### src/rtl/dds_pkg.sv
// Shared types and constants for the DDS sweep scheduler and the DDS datapath it drives.
// No timing of its own; no backpressure.
package dds_pkg;

  typedef enum logic {
    IDLE = 1'b0,
    RUN  = 1'b1
  } sweep_state_e;

  localparam int DDS_ACC_W   = 24;
  localparam int DDS_LUT_AW  = 16;

  localparam int DEF_FREQ_W  = 32;
  localparam int DEF_DWELL_W = 32;
  localparam int DEF_IDX_W   = 16;

endpackage

### src/rtl/sweep_dwell_cnt.sv
// Loadable dwell down-counter: load wins over hold, stops at zero; zero is registered-count compare.
// Load/decrement take effect on the next edge; no backpressure.
module sweep_dwell_cnt
  import dds_pkg::*;
#(
  parameter int W = DEF_DWELL_W
) (
  input  logic         DAC_clk,
  input  logic         rst_n,
  input  logic         load,
  input  logic         hold,
  input  logic [W-1:0] load_val,
  output logic         zero
);

  logic [W-1:0] cnt_q, cnt_d;

  always_comb begin
    cnt_d = cnt_q;
    if (load) begin
      cnt_d = load_val;
    end else if (!hold && (cnt_q != '0)) begin
      cnt_d = cnt_q - W'(1);
    end
  end

  always_ff @(posedge DAC_clk or negedge rst_n) begin
    if (!rst_n) begin
      cnt_q <= '0;
    end else begin
      cnt_q <= cnt_d;
    end
  end

  assign zero = (cnt_q == '0);

endmodule

### src/rtl/dds_sweep_ctrl.sv
// Stepped-sweep / frequency-hop scheduler driving DDS FreqCntrl and en; all outputs registered,
// Start seen at edge N is reflected right after edge N. No backpressure: Abort > Hold > dwell/step.
module dds_sweep_ctrl
  import dds_pkg::*;
#(
  parameter int FREQ_W  = DEF_FREQ_W,
  parameter int DWELL_W = DEF_DWELL_W,
  parameter int IDX_W   = DEF_IDX_W
) (
  input  logic               DAC_clk,
  input  logic               rst_n,
  input  logic               Start,
  input  logic               Abort,
  input  logic               Hold,
  input  logic               Continuous,
  input  logic               PhaseSync,
  input  logic [FREQ_W-1:0]  FreqStart,
  input  logic [FREQ_W-1:0]  FreqStep,
  input  logic [IDX_W-1:0]   StepCount,
  input  logic [DWELL_W-1:0] DwellCycles,
  output logic [FREQ_W-1:0]  FreqCntrl,
  output logic               DdsEn,
  output logic               Busy,
  output logic               Done,
  output logic [IDX_W-1:0]   StepIndex
);

  sweep_state_e state_q, state_d;

  logic [FREQ_W-1:0]  freq_q, freq_d;
  logic [IDX_W-1:0]   idx_q, idx_d;
  logic               en_q, en_d;
  logic               busy_q, busy_d;
  logic               done_q, done_d;

  // Shadow copy of the configuration, frozen for the whole sweep.
  logic [FREQ_W-1:0]  fstart_q, fstart_d;
  logic [FREQ_W-1:0]  fstep_q, fstep_d;
  logic [IDX_W-1:0]   last_idx_q, last_idx_d;
  logic [DWELL_W-1:0] reload_q, reload_d;
  logic               cont_q, cont_d;
  logic               psync_q, psync_d;

  logic               cnt_load;
  logic               cnt_hold;
  logic [DWELL_W-1:0] cnt_load_val;
  logic               cnt_zero;

  sweep_dwell_cnt #(
    .W (DWELL_W)
  ) u_dwell (
    .DAC_clk  (DAC_clk),
    .rst_n    (rst_n),
    .load     (cnt_load),
    .hold     (cnt_hold),
    .load_val (cnt_load_val),
    .zero     (cnt_zero)
  );

  always_comb begin
    state_d      = state_q;
    freq_d       = freq_q;
    idx_d        = idx_q;
    en_d         = en_q;
    busy_d       = busy_q;
    done_d       = 1'b0;
    fstart_d     = fstart_q;
    fstep_d      = fstep_q;
    last_idx_d   = last_idx_q;
    reload_d     = reload_q;
    cont_d       = cont_q;
    psync_d      = psync_q;
    cnt_load     = 1'b0;
    cnt_hold     = 1'b1;
    cnt_load_val = reload_q;

    unique case (state_q)
      IDLE: begin
        if (Start && !Abort) begin
          state_d      = RUN;
          fstart_d     = FreqStart;
          fstep_d      = FreqStep;
          last_idx_d   = (StepCount == '0) ? '0 : StepCount - IDX_W'(1);
          reload_d     = (DwellCycles == '0) ? '0 : DwellCycles - DWELL_W'(1);
          cont_d       = Continuous;
          psync_d      = PhaseSync;
          freq_d       = FreqStart;
          idx_d        = '0;
          busy_d       = 1'b1;
          en_d         = !PhaseSync;
          cnt_load     = 1'b1;
          cnt_load_val = (DwellCycles == '0) ? '0 : DwellCycles - DWELL_W'(1);
        end
      end
      RUN: begin
        if (Abort) begin
          state_d = IDLE;
          en_d    = 1'b0;
          busy_d  = 1'b0;
        end else if (Hold) begin
          en_d = 1'b1;
        end else if (!cnt_zero) begin
          cnt_hold = 1'b0;
          en_d     = 1'b1;
        end else if (idx_q != last_idx_q) begin
          freq_d   = freq_q + fstep_q;
          idx_d    = idx_q + IDX_W'(1);
          cnt_load = 1'b1;
          en_d     = !psync_q;
        end else if (cont_q) begin
          freq_d   = fstart_q;
          idx_d    = '0;
          cnt_load = 1'b1;
          en_d     = !psync_q;
        end else begin
          state_d = IDLE;
          en_d    = 1'b0;
          busy_d  = 1'b0;
          done_d  = 1'b1;
        end
      end
      default: state_d = IDLE;
    endcase
  end

  always_ff @(posedge DAC_clk or negedge rst_n) begin
    if (!rst_n) begin
      state_q    <= IDLE;
      freq_q     <= '0;
      idx_q      <= '0;
      en_q       <= 1'b0;
      busy_q     <= 1'b0;
      done_q     <= 1'b0;
      fstart_q   <= '0;
      fstep_q    <= '0;
      last_idx_q <= '0;
      reload_q   <= '0;
      cont_q     <= 1'b0;
      psync_q    <= 1'b0;
    end else begin
      state_q    <= state_d;
      freq_q     <= freq_d;
      idx_q      <= idx_d;
      en_q       <= en_d;
      busy_q     <= busy_d;
      done_q     <= done_d;
      fstart_q   <= fstart_d;
      fstep_q    <= fstep_d;
      last_idx_q <= last_idx_d;
      reload_q   <= reload_d;
      cont_q     <= cont_d;
      psync_q    <= psync_d;
    end
  end

  assign FreqCntrl = freq_q;
  assign DdsEn     = en_q;
  assign Busy      = busy_q;
  assign Done      = done_q;
  assign StepIndex = idx_q;

endmodule

### config.mk
export PLATFORM = sky130hd
export DESIGN_NAME = dds_sweep_ctrl
export DESIGN_NICKNAME = d
export VERILOG_FILES = /design/src/rtl/dds_pkg.sv /design/src/rtl/sweep_dwell_cnt.sv /design/src/rtl/dds_sweep_ctrl.sv
export SDC_FILE = /design/constraint.sdc
export NUM_CORES = 1
export LEC_CHECK = 0
export BUFFER_PORTS_ARGS = -buffer_cell sky130_fd_sc_hd__buf_2
export CAP_MARGIN = 25
export CORE_ASPECT_RATIO = 0.6
export CORE_MARGIN = 2
export CORE_UTILIZATION = 41
export DETAILED_ROUTE_END_ITERATION = 12
export PLACE_DENSITY = 0.65
export SETUP_SLACK_MARGIN = 0.5
export SLEW_MARGIN = 25
export SYNTH_ARGS = -nofsm -noshare
export SYNTH_HDL_FRONTEND = slang
export SYNTH_HIERARCHICAL = 1
export SYNTH_SLANG_ARGS = --single-unit
### constraint.sdc
create_clock -name DAC_clk -period 7.87 [get_ports DAC_clk]
set_input_delay 1.574 -clock DAC_clk [delete_from_list [all_inputs] [get_ports DAC_clk]]
set_output_delay 1.574 -clock DAC_clk [all_outputs]
set_load 0.05 [all_outputs]
==> metrics.txt <==
NumNets Final 1646; Arrival @ worst endpoint 4.52 ns; number of synthesized flops with an enable pin 0; total negative slack 0 ns; CTS root buffer clkbuf_16; Skew-Pair Late Insertion Delay 0.45 ns; fillers 2677; routed vias 10520; WP data required 8.20 ns; largest net degree at the start of global routing 123; initial antenna violation count 4; most common cell after layout, fill and taps aside nand2_1; fin crit share 53.26%; DPL Wire Length 24220 um; clock skew 0.01512 ns; Tightest Pin Transition 1.068 ns; Die Span X 220.5 um; H-Tree Depth 4; total track usage 23.38%; share of flip-flops with an asynchronous set or reset 100.0%; most frequent cells in the layout nand2_1, dfrtp_1, buf_2; first-pass GRT wire length 53650 um; critical path start-end classification reg2reg; Power Density 264.8 nW/um^2; register area share after synthesis 42.95%; Die ar. 29540 um^2; CP max stage delay 0.57 ns; TritonCTS clock tree done; cell taking the most area after synthesis dfrtp_1; max-cap violations 0; Worst setup EP type flop; met2 usage 30.58%; First-pass DRT Iterations 6; Core Box Area 27640 um^2; Multi-input gate area 6260 um^2; Most used DFF post-synth dfrtp_1; Routed Antenna Nets 0; layout cells sized above 1 16.11%; final wirelength 34070 um; Clk pin slew, worst setup/hold paths 0.07 ns; status finished clean; Slew Viols, Final 0; Post-Syn Area per Cell 8.538 um^2; busiest grt layer met1; FMAX 238.6 MHz; reg-to-reg startpoint u_dwell/cnt_q[0]; GR Util met1 38.19%; syn_nets 1506; Worst slew margin 27.85%; Starting Density 41.73%; final setup fails 0; Top-Level Pins 170; worst setup margin 3.679 ns; DRT iter0 DRCs 1086; port bufs 169; number of synthesized register bits 198; post-route insts no fill 1871; Hold Path Class reg2reg; Area Growth Syn to Fin 14.90%; Netlist cell types 79; Final min period 4.191 ns; WL/cell 18.21 um; global route total overflow 0; yosys warns 6; Crit Path Max Fanout 20; Min-Delay Startpoint fstart_q[19]; Sequential Area 4955 um^2; setup bufs post-CTS 0; Resized cells post-CTS 0; critical path's slowest cell nor4b_1; row count 47; grt met3 use 5.329%; Placer Congestion 0.9207; largest cells by area after synthesis dfrtp_1, nand2_1, o21ai_0; vias per cell 5.625; clock sink total 198; # hold bufs at CTS 0; Cell Count Post-Placement 1838; critical path startpoint u_dwell/cnt_q[0]; pre-CTS setup slack 3.330 ns; DRC 0; LEAKAGE 0.006230 uW; Netlist Area Pre-Place 11530 um^2; Clock Tree Buf Depth 2; peak supply drop 0.0001407 V; die height 133.9 um; cell breakdown of the critical path inv_1 > ha_1 > nor4b_1 > nand4_1 > nor3_2 > nand2b_1 > nor2_1 > o21a_1 > nor2_4 > inv_1 > clkinv_1 > buf_8 > nand2_1 > a21oi_1 > nand3b_1; Inserted Clock Buffers 17; crit path launch type flop; RSZ-0062 raised after global routing no; top-area cell type share of the netlist area 42.95%; Mapped Cells 1351; CP most frequent cell inv_1; vias in the first global route 9523; final-report hold violation count 0
==> critical path, delay by kind of cell, from the launching register on <==
family,cells,cell delay (ns)
buffers and inverters,4,0.99
adder cells (fa/ha/maj),1,0.19
AND/OR/NAND/NOR,8,2.06
AO/OA/AOI/OAI,2,0.41
flip-flops,1,0.42
==> synthesized netlist by cell type (all sizes together), types with 14 or more instances <==
library cell / n
clkbuf: 52
nor4: 22
o21ai: 128
a21o: 16
xor2: 35
dfrtp: 198
or3: 14
ha: 35
nor3: 33
mux2i: 26
and3: 14
a21oi: 53
o31ai: 21
a31oi: 21
or4: 23
xnor2: 50
nand3: 17
nor2: 92
inv: 24
nand2: 335
==> final timing paths <==
| path | endpoint | slack, ns | depth (start not counted) |
|---|---|---|---|
| max | u_dwell/cnt_q[27] | 3.68 | 15 |
| min | fstart_q[19] | 0.47 | 2 |
| max reg2reg | u_dwell/cnt_q[27] | 3.68 | 15 |
| min reg2reg | fstart_q[19] | 0.47 | 2 |
| max in group asynchronous | StepIndex[10] | 5.67 | 2 |
| min in group asynchronous | reload_q[0] | 1.05 | 1 |
==> per-layer routing <==
| layer | wire [um] | vias up |
|---|---|---|
| met2 | 13640 | 323 |
| met3 | 2360 | 26 |
| li1 | - | 5049 |
| met1 | 17710 | 5122 |
| met4 | 335 | 4 |
| met5 | 27 | - |
==> state kept, by name (all words and copies together), names as in the netlist, 16 cells and up <==
signal	count
StepIndex	16
last_idx_q	16
reload_q	32
fstep_q	32
fstart_q	32
u_dwell/cnt_q	32
FreqCntrl	32
==> power breakdown <==
group	switching [uW]	internal [uW]
sequential	171	1220
clock	394	401
combinational	833	489
total	1400	2110
==> area by class of cell <==
cell class,count,share of cell area (%)
multi-input combinational,1067,47.23
sequential,198,37.38
timing repair buffer,182,7.429
tap,367,3.465
clock buffer,22,3.351
inverter,25,0.7080
clock inverter,8,0.3965
antenna,2,0.03776
==> logic make-up (layout without fill, tap and decap cells) <==
family / count (synthesis) / count (layout) / synth area share [%]
adder cells (fa/ha/maj): 36 / 36 / 3.970
buffers and inverters: 86 / 237 / 3.015
AO/OA/AOI/OAI: 312 / 312 / 16.96
multiplexers: 28 / 28 / 2.451
flip-flops: 198 / 198 / 42.95
other: 0 / 2 / 0
AND/OR/NAND/NOR: 606 / 606 / 24.19
XOR/XNOR: 85 / 85 / 6.454
==> through the flow <==
stage | hold slack, ns | total power (uW) | cell area (um^2) | util, %
2_1_floorplan | 0.4395 | 2329 | 11530 | -
3_3_place_gp | 0.4535 | 2677 | 12700 | 45.97
3_5_place_dp | 0.4618 | 2706 | 12720 | 46.02
4_1_cts | 0.4798 | 3511 | 13220 | 47.82
5_1_grt | 0.4886 | 3738 | 13250 | 47.95
6_report | 0.4744 | 3510 | 13250 | 47.95
Note: power is estimated with default switching activity, not from simulation.
